[src/rtl/dmem_arbiter.sv]
// Data-memory arbiter: shares one synchronous-read memory port between the CPU and a secondary master.
// Optional build macro DMEM_ARB_PERF_EN adds a saturating CPU stall counter (contention_cnt).
module dmem_arbiter #(
    parameter int unsigned MEM_LAT = 1,
    parameter int unsigned AW      = 32,
    parameter int unsigned DW      = 32
) (
    input  logic          clk,
    input  logic          reset,
    input  logic          cpu_req,
    input  logic          cpu_we,
    input  logic [AW-1:0] cpu_addr,
    input  logic [DW-1:0] cpu_wdata,
    output logic [DW-1:0] cpu_rdata,
    output logic          cpu_stall,
    input  logic          dev_req,
    input  logic          dev_we,
    input  logic [AW-1:0] dev_addr,
    input  logic [DW-1:0] dev_wdata,
    output logic          dev_gnt,
    output logic [DW-1:0] dev_rdata,
    output logic          dev_rvalid,
    output logic [AW-1:0] mem_addr,
    output logic [DW-1:0] mem_wdata,
    output logic          mem_we,
    input  logic [DW-1:0] mem_rdata
`ifdef DMEM_ARB_PERF_EN
    ,
    output logic [15:0]   contention_cnt
`endif
);

    localparam int unsigned    CW        = 2;
    localparam logic [CW-1:0]  WAIT_INIT = (MEM_LAT > 1) ? CW'(MEM_LAT - 2) : '0;

    typedef enum logic [1:0] {
        ST_IDLE,
        ST_ISSUE,
        ST_WAIT,
        ST_RESP
    } state_e;

    typedef enum logic {
        OWN_CPU,
        OWN_DEV
    } owner_e;

    state_e        state_q, state_d;
    owner_e        owner_q, owner_d;
    owner_e        last_grant_q, last_grant_d;
    owner_e        win_c;
    logic [CW-1:0] cnt_q, cnt_d;
    logic [AW-1:0] mem_addr_q, mem_addr_d;
    logic [DW-1:0] mem_wdata_q, mem_wdata_d;
    logic [DW-1:0] cpu_rdata_q, cpu_rdata_d;
    logic [DW-1:0] dev_rdata_q, dev_rdata_d;
    logic          dev_gnt_q, dev_gnt_d;
    logic          dev_rvalid_q, dev_rvalid_d;

    logic          own_we_c;
    logic [AW-1:0] own_addr_c;
    logic [DW-1:0] own_wdata_c;
    logic          issue_c;
    logic          resp_c;
    logic          cpu_resp_c;
    logic          dev_resp_c;
    logic          cpu_done_c;

    // Live request fields of the current owner; held stable by the requester until completion.
    assign own_we_c    = (owner_q == OWN_CPU) ? cpu_we    : dev_we;
    assign own_addr_c  = (owner_q == OWN_CPU) ? cpu_addr  : dev_addr;
    assign own_wdata_c = (owner_q == OWN_CPU) ? cpu_wdata : dev_wdata;

    assign issue_c    = (state_q == ST_ISSUE);
    assign resp_c     = (state_q == ST_RESP);
    assign cpu_resp_c = resp_c && (owner_q == OWN_CPU) && cpu_req;
    assign dev_resp_c = resp_c && (owner_q == OWN_DEV) && dev_req;

    // Round-robin on a tie: the master not granted last wins.
    assign win_c = (cpu_req && dev_req) ? ((last_grant_q == OWN_DEV) ? OWN_CPU : OWN_DEV)
                                        : (cpu_req ? OWN_CPU : OWN_DEV);

    always_ff @(posedge clk or negedge reset) begin
        if (!reset) begin
            state_q      <= ST_IDLE;
            owner_q      <= OWN_CPU;
            last_grant_q <= OWN_DEV;
            cnt_q        <= '0;
            mem_addr_q   <= '0;
            mem_wdata_q  <= '0;
            cpu_rdata_q  <= '0;
            dev_rdata_q  <= '0;
            dev_gnt_q    <= 1'b0;
            dev_rvalid_q <= 1'b0;
        end else begin
            state_q      <= state_d;
            owner_q      <= owner_d;
            last_grant_q <= last_grant_d;
            cnt_q        <= cnt_d;
            mem_addr_q   <= mem_addr_d;
            mem_wdata_q  <= mem_wdata_d;
            cpu_rdata_q  <= cpu_rdata_d;
            dev_rdata_q  <= dev_rdata_d;
            dev_gnt_q    <= dev_gnt_d;
            dev_rvalid_q <= dev_rvalid_d;
        end
    end

    always_comb begin
        state_d      = state_q;
        owner_d      = owner_q;
        last_grant_d = last_grant_q;
        cnt_d        = cnt_q;
        mem_addr_d   = mem_addr_q;
        mem_wdata_d  = mem_wdata_q;
        cpu_rdata_d  = cpu_rdata_q;
        dev_rdata_d  = dev_rdata_q;

        unique case (state_q)
            ST_IDLE: begin
                if (cpu_req || dev_req) begin
                    state_d      = ST_ISSUE;
                    owner_d      = win_c;
                    last_grant_d = win_c;
                end
            end
            ST_ISSUE: begin
                mem_addr_d  = own_addr_c;
                mem_wdata_d = own_wdata_c;
                if (own_we_c) begin
                    state_d = ST_IDLE;
                end else if (MEM_LAT > 1) begin
                    state_d = ST_WAIT;
                    cnt_d   = WAIT_INIT;
                end else begin
                    state_d = ST_RESP;
                end
            end
            ST_WAIT: begin
                if (cnt_q == '0) begin
                    state_d = ST_RESP;
                end else begin
                    cnt_d = cnt_q - CW'(1);
                end
            end
            ST_RESP: begin
                state_d = ST_IDLE;
                if (cpu_resp_c) begin
                    cpu_rdata_d = mem_rdata;
                end
                if (dev_resp_c) begin
                    dev_rdata_d = mem_rdata;
                end
            end
            default: begin
                state_d = ST_IDLE;
            end
        endcase

        // Pulses are decoded one cycle ahead so they come straight from flops.
        dev_gnt_d    = (state_d == ST_ISSUE) && (owner_d == OWN_DEV);
        dev_rvalid_d = (state_d == ST_RESP) && (owner_d == OWN_DEV);
    end

    assign cpu_done_c = (owner_q == OWN_CPU) && ((issue_c && cpu_we) || resp_c);
    assign cpu_stall  = cpu_req && !cpu_done_c;

    assign mem_we     = issue_c && own_we_c;
    assign mem_addr   = issue_c ? own_addr_c  : mem_addr_q;
    assign mem_wdata  = issue_c ? own_wdata_c : mem_wdata_q;

    // Read data is forwarded in the response cycle and held afterwards.
    assign cpu_rdata  = cpu_resp_c ? mem_rdata : cpu_rdata_q;
    assign dev_rdata  = dev_resp_c ? mem_rdata : dev_rdata_q;
    assign dev_gnt    = dev_gnt_q;
    assign dev_rvalid = dev_rvalid_q && dev_req;

`ifdef DMEM_ARB_PERF_EN
    logic [15:0] contention_cnt_q;

    // Saturating count of cycles the CPU is held.
    always_ff @(posedge clk or negedge reset) begin
        if (!reset) begin
            contention_cnt_q <= '0;
        end else if (cpu_stall && (contention_cnt_q != 16'hFFFF)) begin
            contention_cnt_q <= contention_cnt_q + 16'd1;
        end
    end

    assign contention_cnt = contention_cnt_q;
`endif

endmodule

[config.mk]
export PLATFORM = sky130hd
export DESIGN_NAME = dmem_arbiter
export DESIGN_NICKNAME = d
export VERILOG_FILES = /design/src/rtl/dmem_arbiter.sv
export SDC_FILE = /design/constraint.sdc
export NUM_CORES = 1
export LEC_CHECK = 0
export BUFFER_PORTS_ARGS = -buffer_cell sky130_fd_sc_hd__buf_2
export CORE_MARGIN = 2
export CORE_UTILIZATION = 48
export CTS_CLUSTER_SIZE = 20
export DETAILED_ROUTE_END_ITERATION = 8
export MAX_ROUTING_LAYER = met4
export PLACE_DENSITY = 0.8
export SYNTH_ARGS = -nofsm -noshare
export SYNTH_HDL_FRONTEND = slang
export SYNTH_SLANG_ARGS = --single-unit
[constraint.sdc]
create_clock -name clk -period 2.1 [get_ports clk]
set_clock_uncertainty 0.15 [all_clocks]
set_input_delay 0.105 -clock clk [delete_from_list [all_inputs] [get_ports clk]]
set_output_delay 0.105 -clock clk [all_outputs]
set_load 0.1 [all_outputs]
==> impl_metrics.json, run 1 <==
{
  "outcome": "did not finish",
  "failed_stage": "global routing (5_1_grt)",
  "toolErrorMsg": "[ERROR DPL-0038] Utilization greater than 100%, impossible to legalize",
  "port_buffer_count": 297,
  "pin_count": 298,
  "clock_sinks": 136,
  "row_count": 44,
  "clockRootBuffer": "sky130_fd_sc_hd__clkbuf_16",
  "post_synth_instance_area_um2": 7010,
  "ys.flop_type": "sky130_fd_sc_hd__dfrtp_1",
  "grt_repair_worst_endpoint": "cpu_rdata[16]",
  "synth_common_cells": "sky130_fd_sc_hd__dfrtp_1 (135), sky130_fd_sc_hd__mux2_4 (120), sky130_fd_sc_hd__mux2i_1 (66), sky130_fd_sc_hd__nand2_1 (66), sky130_fd_sc_hd__o21ai_0 (64)",
  "synth_enable_flop_cells": 0,
  "ctsLongestPathBuffers": 2,
  "grt_start_max_net_pins": 59,
  "numCtsBuffers": 17,
  "floorplan.initialDensity_pct": 48.6,
  "synth.distinct_cells": 31,
  "placed_cells": 989,
  "avgSynthCellArea_um2": 13.4,
  "synth_nets": 690,
  "post_synth_inst_count": 523,
  "synth.most_common_cell": "sky130_fd_sc_hd__dfrtp_1",
  "ctsHtreeMaxLevel": 4,
  "synthesis.yosys.warnings": 0,
  "die_height_um": 125,
  "die_w_um": 125,
  "endpoint_type": "top-level output",
  "yosysTopAreaCellShare_pct": 48.2,
  "synth_sequential_area_ratio_pct": 48.6,
  "ys_top_cells_by_area": "sky130_fd_sc_hd__dfrtp_1 (48%), sky130_fd_sc_hd__mux2_4 (26%), sky130_fd_sc_hd__mux2i_1 (9.4%)",
  "dp.final_hpwl_um": 14100,
  "synth.ff_latch_count": 136,
  "postSynth.asyncResetShare_pct": 100,
  "place.gp.congestion": 0.809,
  "synthDominantAreaCellType": "sky130_fd_sc_hd__dfrtp_1"
}
[timing repair]
| item | in CTS |
|---|---|
| resized for setup | 79 |
| setup endpoints to repair | 130 |
| setup buffers | 11 |
| pin swaps | 2 |
| endpoints found under the hold margin | 268 |
| cloned | 5 |
| hold buffers | 163 |
[stage by stage]
step / worst slack (ns) / utilization [%] / area [µm²] / TNS [ns]
after detailed placement: 0.220 / 75.9 / 10900 / 0
after CTS: -0.165 / 95.0 / 13700 / -10.37
after global placement: 0.270 / 75.9 / 10900 / 0
after floorplan: -0.575 / - / 7620 / -12.64
[cells by family after synthesis]
group	Yosys count	synth area share (%)
AND/OR/NAND/NOR	81	5.30
flip-flops	136	48.6
XOR/XNOR	1	0.125
adder cells (fa/ha/maj)	1	0.178
AO/OA/AOI/OAI	70	5.21
buffers and inverters	40	4.23
multiplexers	194	36.4
==> run 2: changes to the inputs <==
Settings changed: CORE_UTILIZATION 48 to 40, CTS_CLUSTER_SIZE 20 to unset, MAX_ROUTING_LAYER met4 to unset, PLACE_DENSITY 0.8 to unset, PLACE_DENSITY_LB_ADDON set to 0.15.
==> run 2 against run 1 <==
The flow now finishes, with violations (setup timing). Synthesized cell count is the same. Synthesized area is the same.
==> impl_metrics.json, run 2 <==
{
  "num-fill-cells": 714,
  "viasPerCell": 5.22,
  "die_height_um": 136,
  "synth.most_common_cell": "sky130_fd_sc_hd__dfrtp_1",
  "finalCritPeriodShare_pct": 107,
  "start_kind": "flip-flop",
  "drt-initial-drc-count": 280,
  "row_count": 48,
  "fin_ws_ns": -0.151,
  "clkSlewWorstSetupHoldPaths_ns": 0.06,
  "post_synth_inst_count": 523,
  "cp_max_fo": 5,
  "vias_in_the_first_global_route": 7329,
  "critical_path.endpoint": "cpu_rdata[28]",
  "synth.ff_latch_count": 136,
  "die_w_um": 136,
  "timing.critical_path.to_type": "primary output",
  "drt_pre_antenna_iters": 4,
  "globalRoute.totalOverflow": 0,
  "max-cap-violations": 0,
  "dr_total_vias": 6728,
  "insertion_delay_ns": 0.42,
  "worst_ep_required_time_ns": 1.85,
  "pin_count": 298,
  "finalInstanceArea_um2": 14900,
  "clock_sinks": 136,
  "route.antenna.remaining_nets": 0,
  "dp.final_hpwl_um": 14200,
  "die_area_um2": 18600,
  "crit-reg2reg-capture": "mem_addr_q[8]",
  "avgSynthCellArea_um2": 13.4,
  "failed_checks": "setup timing",
  "core_area_um2": 17200,
  "r2r-start": "owner_q",
  "drt-wirelength-per-cell_um": 23.9,
  "tritoncts": "done",
  "ctsHtreeMaxLevel": 4,
  "outcome": "finished, violations left",
  "placed_area_um2": 11000,
  "drc": 0,
  "fin_worst_hold_slack_ns": 0.0277,
  "port_buffer_count": 297,
  "final_nets": 1215,
  "setup_viol": 108,
  "grt_pass1_wl_um": 40100,
  "worst_ep_arrival_time_ns": 2.00,
  "synthesis.yosys.warnings": 0,
  "ys_top_cells_by_area": "sky130_fd_sc_hd__dfrtp_1 (48%), sky130_fd_sc_hd__mux2_4 (26%), sky130_fd_sc_hd__mux2i_1 (9.4%)",
  "maxSlewHeadroom_pct": 61.8,
  "grt_antenna_before_repair": 2,
  "synthDominantAreaCellType": "sky130_fd_sc_hd__dfrtp_1",
  "synth.distinct_cells": 31,
  "grtUsageTotal_pct": 28.8,
  "clockRootBuffer": "sky130_fd_sc_hd__clkbuf_16",
  "ys.flop_type": "sky130_fd_sc_hd__dfrtp_1",
  "yosysTopAreaCellShare_pct": 48.2,
  "timing.reg2reg.worst_path_depth": 5,
  "hold_viol_final": 0,
  "final_layout_size_suffix_gt1_share_pct": 61.6,
  "grt_start_max_net_pins": 67,
  "floorplan.initialDensity_pct": 40.7,
  "clock.fmax_ghz": 0.444,
  "place.gp.congestion": 0.778,
  "ff_to_ff_setup_slack_ns": -0.06,
  "routed_wirelength_um": 30700,
  "numCtsBuffers": 17,
  "ctsLongestPathBuffers": 2,
  "area_growth_syn_to_layout_pct": 112,
  "number_of_max_slew_violations_in_the_final_report": 0,
  "path_category_of_the_worst_min_delay_check": "input port to flip-flop",
  "timing_worst_slew_pin_value_ns": 0.573,
  "setup.worst_path.start": "owner_q",
  "criticalPathCategory": "flip-flop to primary output",
  "mostFrequentLayoutCells": "sky130_fd_sc_hd__dlygate4sd3_1 (166), sky130_fd_sc_hd__buf_2 (166), sky130_fd_sc_hd__buf_12 (144)",
  "synth_enable_flop_cells": 0,
  "post-route-min-period_ns": 2.25,
  "post_synth_instance_area_um2": 7010,
  "grt_setup_unrepaired": "yes",
  "synth_common_cells": "sky130_fd_sc_hd__dfrtp_1 (135), sky130_fd_sc_hd__mux2_4 (120), sky130_fd_sc_hd__mux2i_1 (66), sky130_fd_sc_hd__nand2_1 (66), sky130_fd_sc_hd__o21ai_0 (64)",
  "synth_nets": 690,
  "postSynth.asyncResetShare_pct": 100,
  "synth_sequential_area_ratio_pct": 48.6
}
run 2: cell counts after synthesis:
Identical to the previous run, type by type.
run 2: worst max-delay path: stages (launching register included):
cell and delay, ns:
sky130_fd_sc_hd__dfrtp_4 0.52, sky130_fd_sc_hd__nand4b_4 0.23, sky130_fd_sc_hd__buf_12 0.19, sky130_fd_sc_hd__buf_8 0.14
sky130_fd_sc_hd__mux2_4 0.32, sky130_fd_sc_hd__buf_12 0.17
run 2: per-layer routing:
metal | part of all wire [%] | vias to the layer above | routed length (µm) | GRT usage [%]
met5 | 0 | - | 0 | 0
met4 | 5.0 | 0 | 1550 | 16.6
met3 | 6.7 | 99 | 2050 | 8.17
met2 | 54 | 329 | 16500 | 52.3
met1 | 35 | 3391 | 10600 | 29.5
li1 | - | 2909 | - | -
run 2: cell families after synthesis:
family	share of synthesized area, %
buffers and inverters	4.23
xor gates and xnor gates	0.125
muxes	36.4
AOI/OAI and AO/OA	5.21
and+or+nand+nor	5.30
DFF	48.6
adders and majority gates	0.178
run 2: final cells by class:
cell class	count	area, µm²	area share (%)
clock inverters	11	218	1.46
flip-flops and latches	136	3410	22.9
repair buffers	542	6330	42.5
inverters	3	11.3	0.0757
diodes	2	5.00	0.0336
multi-input cells	348	4160	28.0
well taps	225	282	1.89
clock buffers	21	460	3.10
run 2: worst min-delay path by stage:
| stage | from | end | depth (start not counted) |
|---|---|---|---|
| after CTS | dev_addr[9] | mem_addr_q[9] | 3 |
| after global placement | reset | dev_rdata_q[26] | 1 |
| final | dev_req | state_q[0] | 3 |
| after floorplan | reset | cnt_q[0] | 0 |
| after global routing | dev_req | state_q[0] | 3 |
| after detailed placement | reset | cpu_rdata_q[26] | 1 |
run 2: through the flow:
stage / std cells / utilization [%] / TNS (ns) / worst slack, ns
after floorplan: 523 / - / -12.64 / -0.575
after global placement: 1032 / 64.0 / 0 / 0.262
after detailed placement: 1032 / 64.0 / 0 / 0.194
after CTS: 1262 / 82.8 / -13.36 / -0.176
after global routing: 1288 / 86.3 / -15.04 / -0.200
final: 1288 / 86.3 / -8.48 / -0.151
run 2: timing repair:
| item | in CTS | in global routing |
|---|---|---|
| setup buffers | 25 | 16 |
| endpoints found under the setup margin | 130 | 136 |
| hold buffers | 163 | 3 |
| hold endpoints to repair | 249 | 2 |
| pin swaps | 1 | 18 |
| cloned | 10 | 11 |
| resized for setup | 114 | 77 |
Power of run 2 is not shown: default switching activity piles up to over one toggle a cycle in this logic, so the estimate is an artifact.
==> run 3: changes to the inputs <==
Settings changed: CORE_ASPECT_RATIO set to 0.8, CTS_CLUSTER_DIAMETER set to 60, MAX_ROUTING_LAYER set to met4.
==> run 3 against run 2 <==
Flip-flop and latch count unchanged. Maximum frequency rose by 0.48%. Cell count decreased by 1.4%. Register-to-register slack gained 0.04 ns. Non-clock buffer count is 15 lower. Worst hold slack got worse by 0.016 ns. Via count decreased by 3.1%. The flow still finishes with violations (setup timing). Global-route usage decreased by 1.4 points. Worst setup slack improved by 0.011 ns. Utilization fell by 0.46 points. First-iteration DRC count is 11% higher. Critical path depth did not move.
==> impl_metrics.json, run 3 (synthesis results as in run 2) <==
{
  "outcome": "finished, violations left",
  "failed_checks": "setup timing",
  "worst_ep_arrival_time_ns": 1.99,
  "die_height_um": 122,
  "antenna_cells": 0,
  "fin_ws_ns": -0.140,
  "drt-wirelength-per-cell_um": 23.1,
  "grt_pass1_wl_um": 38500,
  "viasPerCell": 5.13,
  "hold_viol_final": 0,
  "drt-initial-drc-count": 311,
  "grt_setup_unrepaired": "yes",
  "grt_start_max_net_pins": 62,
  "fin_tns_setup_ns": -6.26,
  "die_w_um": 152,
  "setup_viol": 114,
  "criticalPathCategory": "flip-flop to primary output",
  "post-route-min-period_ns": 2.24,
  "insertion_delay_ns": 0.42,
  "clockRootBuffer": "sky130_fd_sc_hd__clkbuf_16",
  "drt_pre_antenna_iters": 7,
  "maxSlewHeadroom_pct": 65.6,
  "route.antenna.remaining_nets": 0,
  "layout.cells.most_common": "sky130_fd_sc_hd__buf_2",
  "cp_max_fo": 8,
  "globalRoute.totalOverflow": 0,
  "core_area_um2": 17300,
  "finalCritPeriodShare_pct": 107,
  "final_core_utilization_pct": 85.9,
  "critical_path.slowest_cell": "sky130_fd_sc_hd__dfrtp_4",
  "slowest_delay_ns": 0.52,
  "final_layout_size_suffix_gt1_share_pct": 64.3,
  "ctsHtreeMaxLevel": 4,
  "grt_antenna_before_repair": 0,
  "area_growth_syn_to_layout_pct": 111,
  "timing.critical_path.to_type": "primary output",
  "place.gp.congestion": 0.744,
  "die_area_um2": 18600,
  "max-cap-violations": 0,
  "drc": 0,
  "number_of_max_slew_violations_in_the_final_report": 0,
  "path_category_of_the_worst_min_delay_check": "input port to flip-flop",
  "row_count": 43,
  "num-fill-cells": 740,
  "start_kind": "flip-flop",
  "tritoncts": "done",
  "cp_common_cell": "sky130_fd_sc_hd__buf_12",
  "dp.final_hpwl_um": 13900,
  "finalInstanceArea_um2": 14800,
  "timing.critical_path.cells": "nand4b_4 > buf_12 > clkbuf_16 > mux2_4 > buf_12",
  "clock_sinks": 136,
  "mostFrequentLayoutCells": "sky130_fd_sc_hd__buf_2 (166), sky130_fd_sc_hd__dlygate4sd3_1 (163), sky130_fd_sc_hd__buf_12 (141)",
  "timing_worst_slew_pin_value_ns": 0.520,
  "clock.fmax_ghz": 0.446,
  "port_buffer_count": 297,
  "clkSlewWorstSetupHoldPaths_ns": 0.06,
  "grtUsageTotal_pct": 27.4,
  "routed_wirelength_um": 29300,
  "floorplan.initialDensity_pct": 40.6,
  "ctsLongestPathBuffers": 2,
  "vias_in_the_first_global_route": 7153,
  "dr_total_vias": 6517,
  "final_nets": 1200,
  "pin_count": 298,
  "placed_area_um2": 11100,
  "numCtsBuffers": 17,
  "worst_ep_required_time_ns": 1.85
}
-- run 3: cell types whose count changed in the layout (fill, tap and decap cells not counted), sizes merged --
cell	previous run	this run
buf	367	350
bufbuf	2	1
bufinv	6	4
clkbuf	28	34
clkinv	2	4
clkinvlp	2	1
diode	2	0
dlygate4sd3	166	163
dlymetal6s4s	0	1
inv	4	3
-- run 3: final cells by class --
type                       instances  area [µm²]  share of cell area [%]
inverter                           3        11.3                  0.0759
timing repair buffer             527        6190                    41.7
sequential                       136        3410                    23.0
tap                              225         282                    1.90
clock buffer                      22         464                    3.13
clock inverter                     9         148                   0.996
multi-input combinational        348        4330                    29.2
-- run 3: timing repair --
item	in CTS	in global routing
hold buffers	164	0
hold endpoints to repair	268	0
buffers inserted	14	15
cloned	6	17
resized for setup	83	96
setup endpoints to repair	127	156
pin swaps	5	17
-- run 3: metal layers --
| metal | track usage (%) | routed length (µm) | share of wire [%] |
|---|---|---|---|
| met3 | 6.92 | 1390 | 4.7 |
| met5 | - | 0 | 0 |
| met1 | 29.7 | 11100 | 38 |
| met4 | 10.5 | 821 | 2.8 |
| met2 | 48.9 | 16000 | 55 |
-- run 3: final timing paths --
path | start | end | slack [ns] | cells past startpoint
max in group asynchronous | reset | mem_wdata_q[8] | 0.21 | 4
setup reg to reg | owner_q | mem_addr_q[13] | -0.02 | 5
hold / removal | cpu_addr[10] | mem_addr_q[10] | 0.01 | 3
hold reg to reg | mem_wdata_q[16] | mem_wdata_q[16] | 0.36 | 2
min in group asynchronous | reset | mem_wdata_q[2] | 0.52 | 3
setup / recovery | owner_q | cpu_rdata[7] | -0.14 | 5
-- run 3: stage by stage --
step	setup WS (ns)	hold WS, ns	std cells
after global routing	-0.168	0.0155	1270
after detailed placement	0.183	-0.134	1026
after floorplan	-0.575	-0.341	523
after global placement	0.232	-0.144	1026
after CTS	-0.112	0.00561	1241
final	-0.140	0.0122	1270
-- run 3: critical path: cells and delay by family (launching register included) --
kind	cells	cell delay (ns)
AND/OR/NAND/NOR	1	0.20
flip-flops	1	0.52
multiplexers	1	0.33
buffers and inverters	3	0.51
Power of run 3 is left out for the same reason.
==> run 4: changes to the inputs <==
Settings changed: CORE_MARGIN 2 to unset, PLACE_DENSITY set to 0.72, PLACE_DENSITY_LB_ADDON 0.15 to unset, SETUP_SLACK_MARGIN set to 0.3.
==> run 4 against run 3 <==
The run ends with hold timing, setup timing left. Cell count rose by 2.8%. Die area fell by 2.9%. Maximum frequency fell by 6.7%. Design area rose by 4.1%. Worst hold slack got worse by 0.034 ns. First-iteration DRC count rose by 24%. Critical path depth rose by 1. Critical path type unchanged.
==> impl_metrics.json, run 4 (synthesis results as in run 2) <==
{
  "clockRootBuffer": "sky130_fd_sc_hd__clkbuf_16",
  "route.antenna.remaining_nets": 0,
  "timing.critical_path.cells": "buf_4 > buf_12 > buf_16 > mux2i_2 > o21ai_4 > buf_12",
  "met2_usage_pct": 65.8,
  "cp_common_cell": "sky130_fd_sc_hd__buf_12",
  "layout.cells.most_common": "sky130_fd_sc_hd__buf_2",
  "grt_start_max_net_pins": 71,
  "row_count": 42,
  "clkSlewWorstSetupHoldPaths_ns": 0.06,
  "die_height_um": 120,
  "insertion_delay_ns": 0.42,
  "number_of_max_slew_violations_in_the_final_report": 0,
  "placed_area_um2": 11100,
  "viasPerCell": 5.56,
  "grt_setup_unrepaired": "yes",
  "core_area_um2": 16800,
  "use_met1_pct": 38.8,
  "critical_path.slowest_cell": "sky130_fd_sc_hd__dfrtp_4",
  "drt-initial-drc-count": 385,
  "clock.fmax_ghz": 0.417,
  "area_growth_syn_to_layout_pct": 120,
  "dr_total_vias": 7251,
  "timing.critical_path.to_type": "primary output",
  "ctsLongestPathBuffers": 2,
  "slowest_delay_ns": 0.51,
  "timing_worst_slew_pin_value_ns": 0.540,
  "port_buffer_count": 297,
  "place.gp.congestion": 0.802,
  "fin_worst_hold_slack_ns": -0.0216,
  "worst_ep_arrival_time_ns": 2.15,
  "routed_wirelength_um": 36200,
  "maxSlewHeadroom_pct": 64.2,
  "finalInstanceArea_um2": 15400,
  "globalRoute.totalOverflow": 0,
  "drt-wirelength-per-cell_um": 27.8,
  "setup_viol": 129,
  "post-route-min-period_ns": 2.40,
  "worst_ep_required_time_ns": 1.85,
  "final_core_utilization_pct": 91.8,
  "fin_ws_ns": -0.300,
  "vias_in_the_first_global_route": 7657,
  "pin_count": 298,
  "failed_checks": "hold timing, setup timing",
  "grt_util_met3_pct": 7.09,
  "hold_viol_final": 21,
  "die_area_um2": 18100,
  "mostFrequentLayoutCells": "sky130_fd_sc_hd__buf_2 (166), sky130_fd_sc_hd__dlygate4sd3_1 (156), sky130_fd_sc_hd__buf_12 (147)",
  "drt_pre_antenna_iters": 4,
  "cp_max_fo": 17,
  "criticalPathCategory": "flip-flop to primary output",
  "clock_sinks": 136,
  "path_category_of_the_worst_min_delay_check": "input port to async pin",
  "tritoncts": "done",
  "post-place-ws_ns": 0.187,
  "outcome": "finished, violations left",
  "final_layout_size_suffix_gt1_share_pct": 65.9,
  "finalCritPeriodShare_pct": 114,
  "grt_antenna_before_repair": 4,
  "grt_pass1_wl_um": 46500,
  "ctsHtreeMaxLevel": 4,
  "final_nets": 1236,
  "dp.final_hpwl_um": 13600,
  "max-cap-violations": 0,
  "globalRoute.busiestLayer": "met2",
  "start_kind": "flip-flop",
  "floorplan.initialDensity_pct": 41.7,
  "num-fill-cells": 524,
  "numCtsBuffers": 17,
  "die_w_um": 150,
  "drc": 0,
  "grtUsageTotal_pct": 36.4
}
## run 4: final cells by class
type,instances,area [µm²],share of cell area [%]
timing repair buffer,563,6680,43.3
multi-input combinational,348,4390,28.4
sequential,136,3410,22.1
clock buffer,20,467,3.02
tap,220,275,1.78
clock inverter,11,194,1.26
inverter,3,11.3,0.0730
antenna,4,10.0,0.0649
## run 4: through the flow
step | cells | TNS [ns]
6_report | 1305 | -18.68
3_3_place_gp | 1024 | 0
3_5_place_dp | 1024 | 0
2_1_floorplan | 523 | 0
4_1_cts | 1278 | -9.59
5_1_grt | 1305 | -23.38
## run 4: critical path, delay by kind of cell (launching register included)
family / cells / cell delay [ns]
AO/OA/AOI/OAI: 1 / 0.25
flip-flops: 1 / 0.51
buffers and inverters: 4 / 0.72
multiplexers: 1 / 0.22
## run 4: metal layers
layer,routed length (µm),part of all wire [%],vias to the layer above
met5,0,0,-
met4,2300,6.4,0
met3,2550,7.0,165
met2,19100,53,477
met1,12200,34,3651
li1,-,-,2958
## run 4: worst paths after layout
kind / from / to / slack [ns] / cells past startpoint
hold reg to reg: mem_wdata_q[7] / mem_wdata_q[7] / 0.36 / 2
setup / recovery: owner_q / mem_addr[9] / -0.30 / 6
min in group clk: cpu_wdata[25] / mem_wdata_q[25] / 0.01 / 4
max in group asynchronous: reset / state_q[1] / 1.13 / 3
hold / removal: reset / dev_rdata_q[30] / -0.02 / 2
setup reg to reg: owner_q / mem_addr_q[28] / 0.13 / 7
## run 4: what timing repair did
| item | 4_1_cts | 5_1_grt |
|---|---|---|
| hold buffers | 157 | 0 |
| cloned | 18 | 8 |
| endpoints found under the hold margin | 265 | 0 |
| resized for setup | 174 | 63 |
| setup buffers | 48 | 16 |
| pin swaps | 51 | 24 |
| endpoints found under the setup margin | 142 | 210 |
Power of run 4 is left out for the same reason.
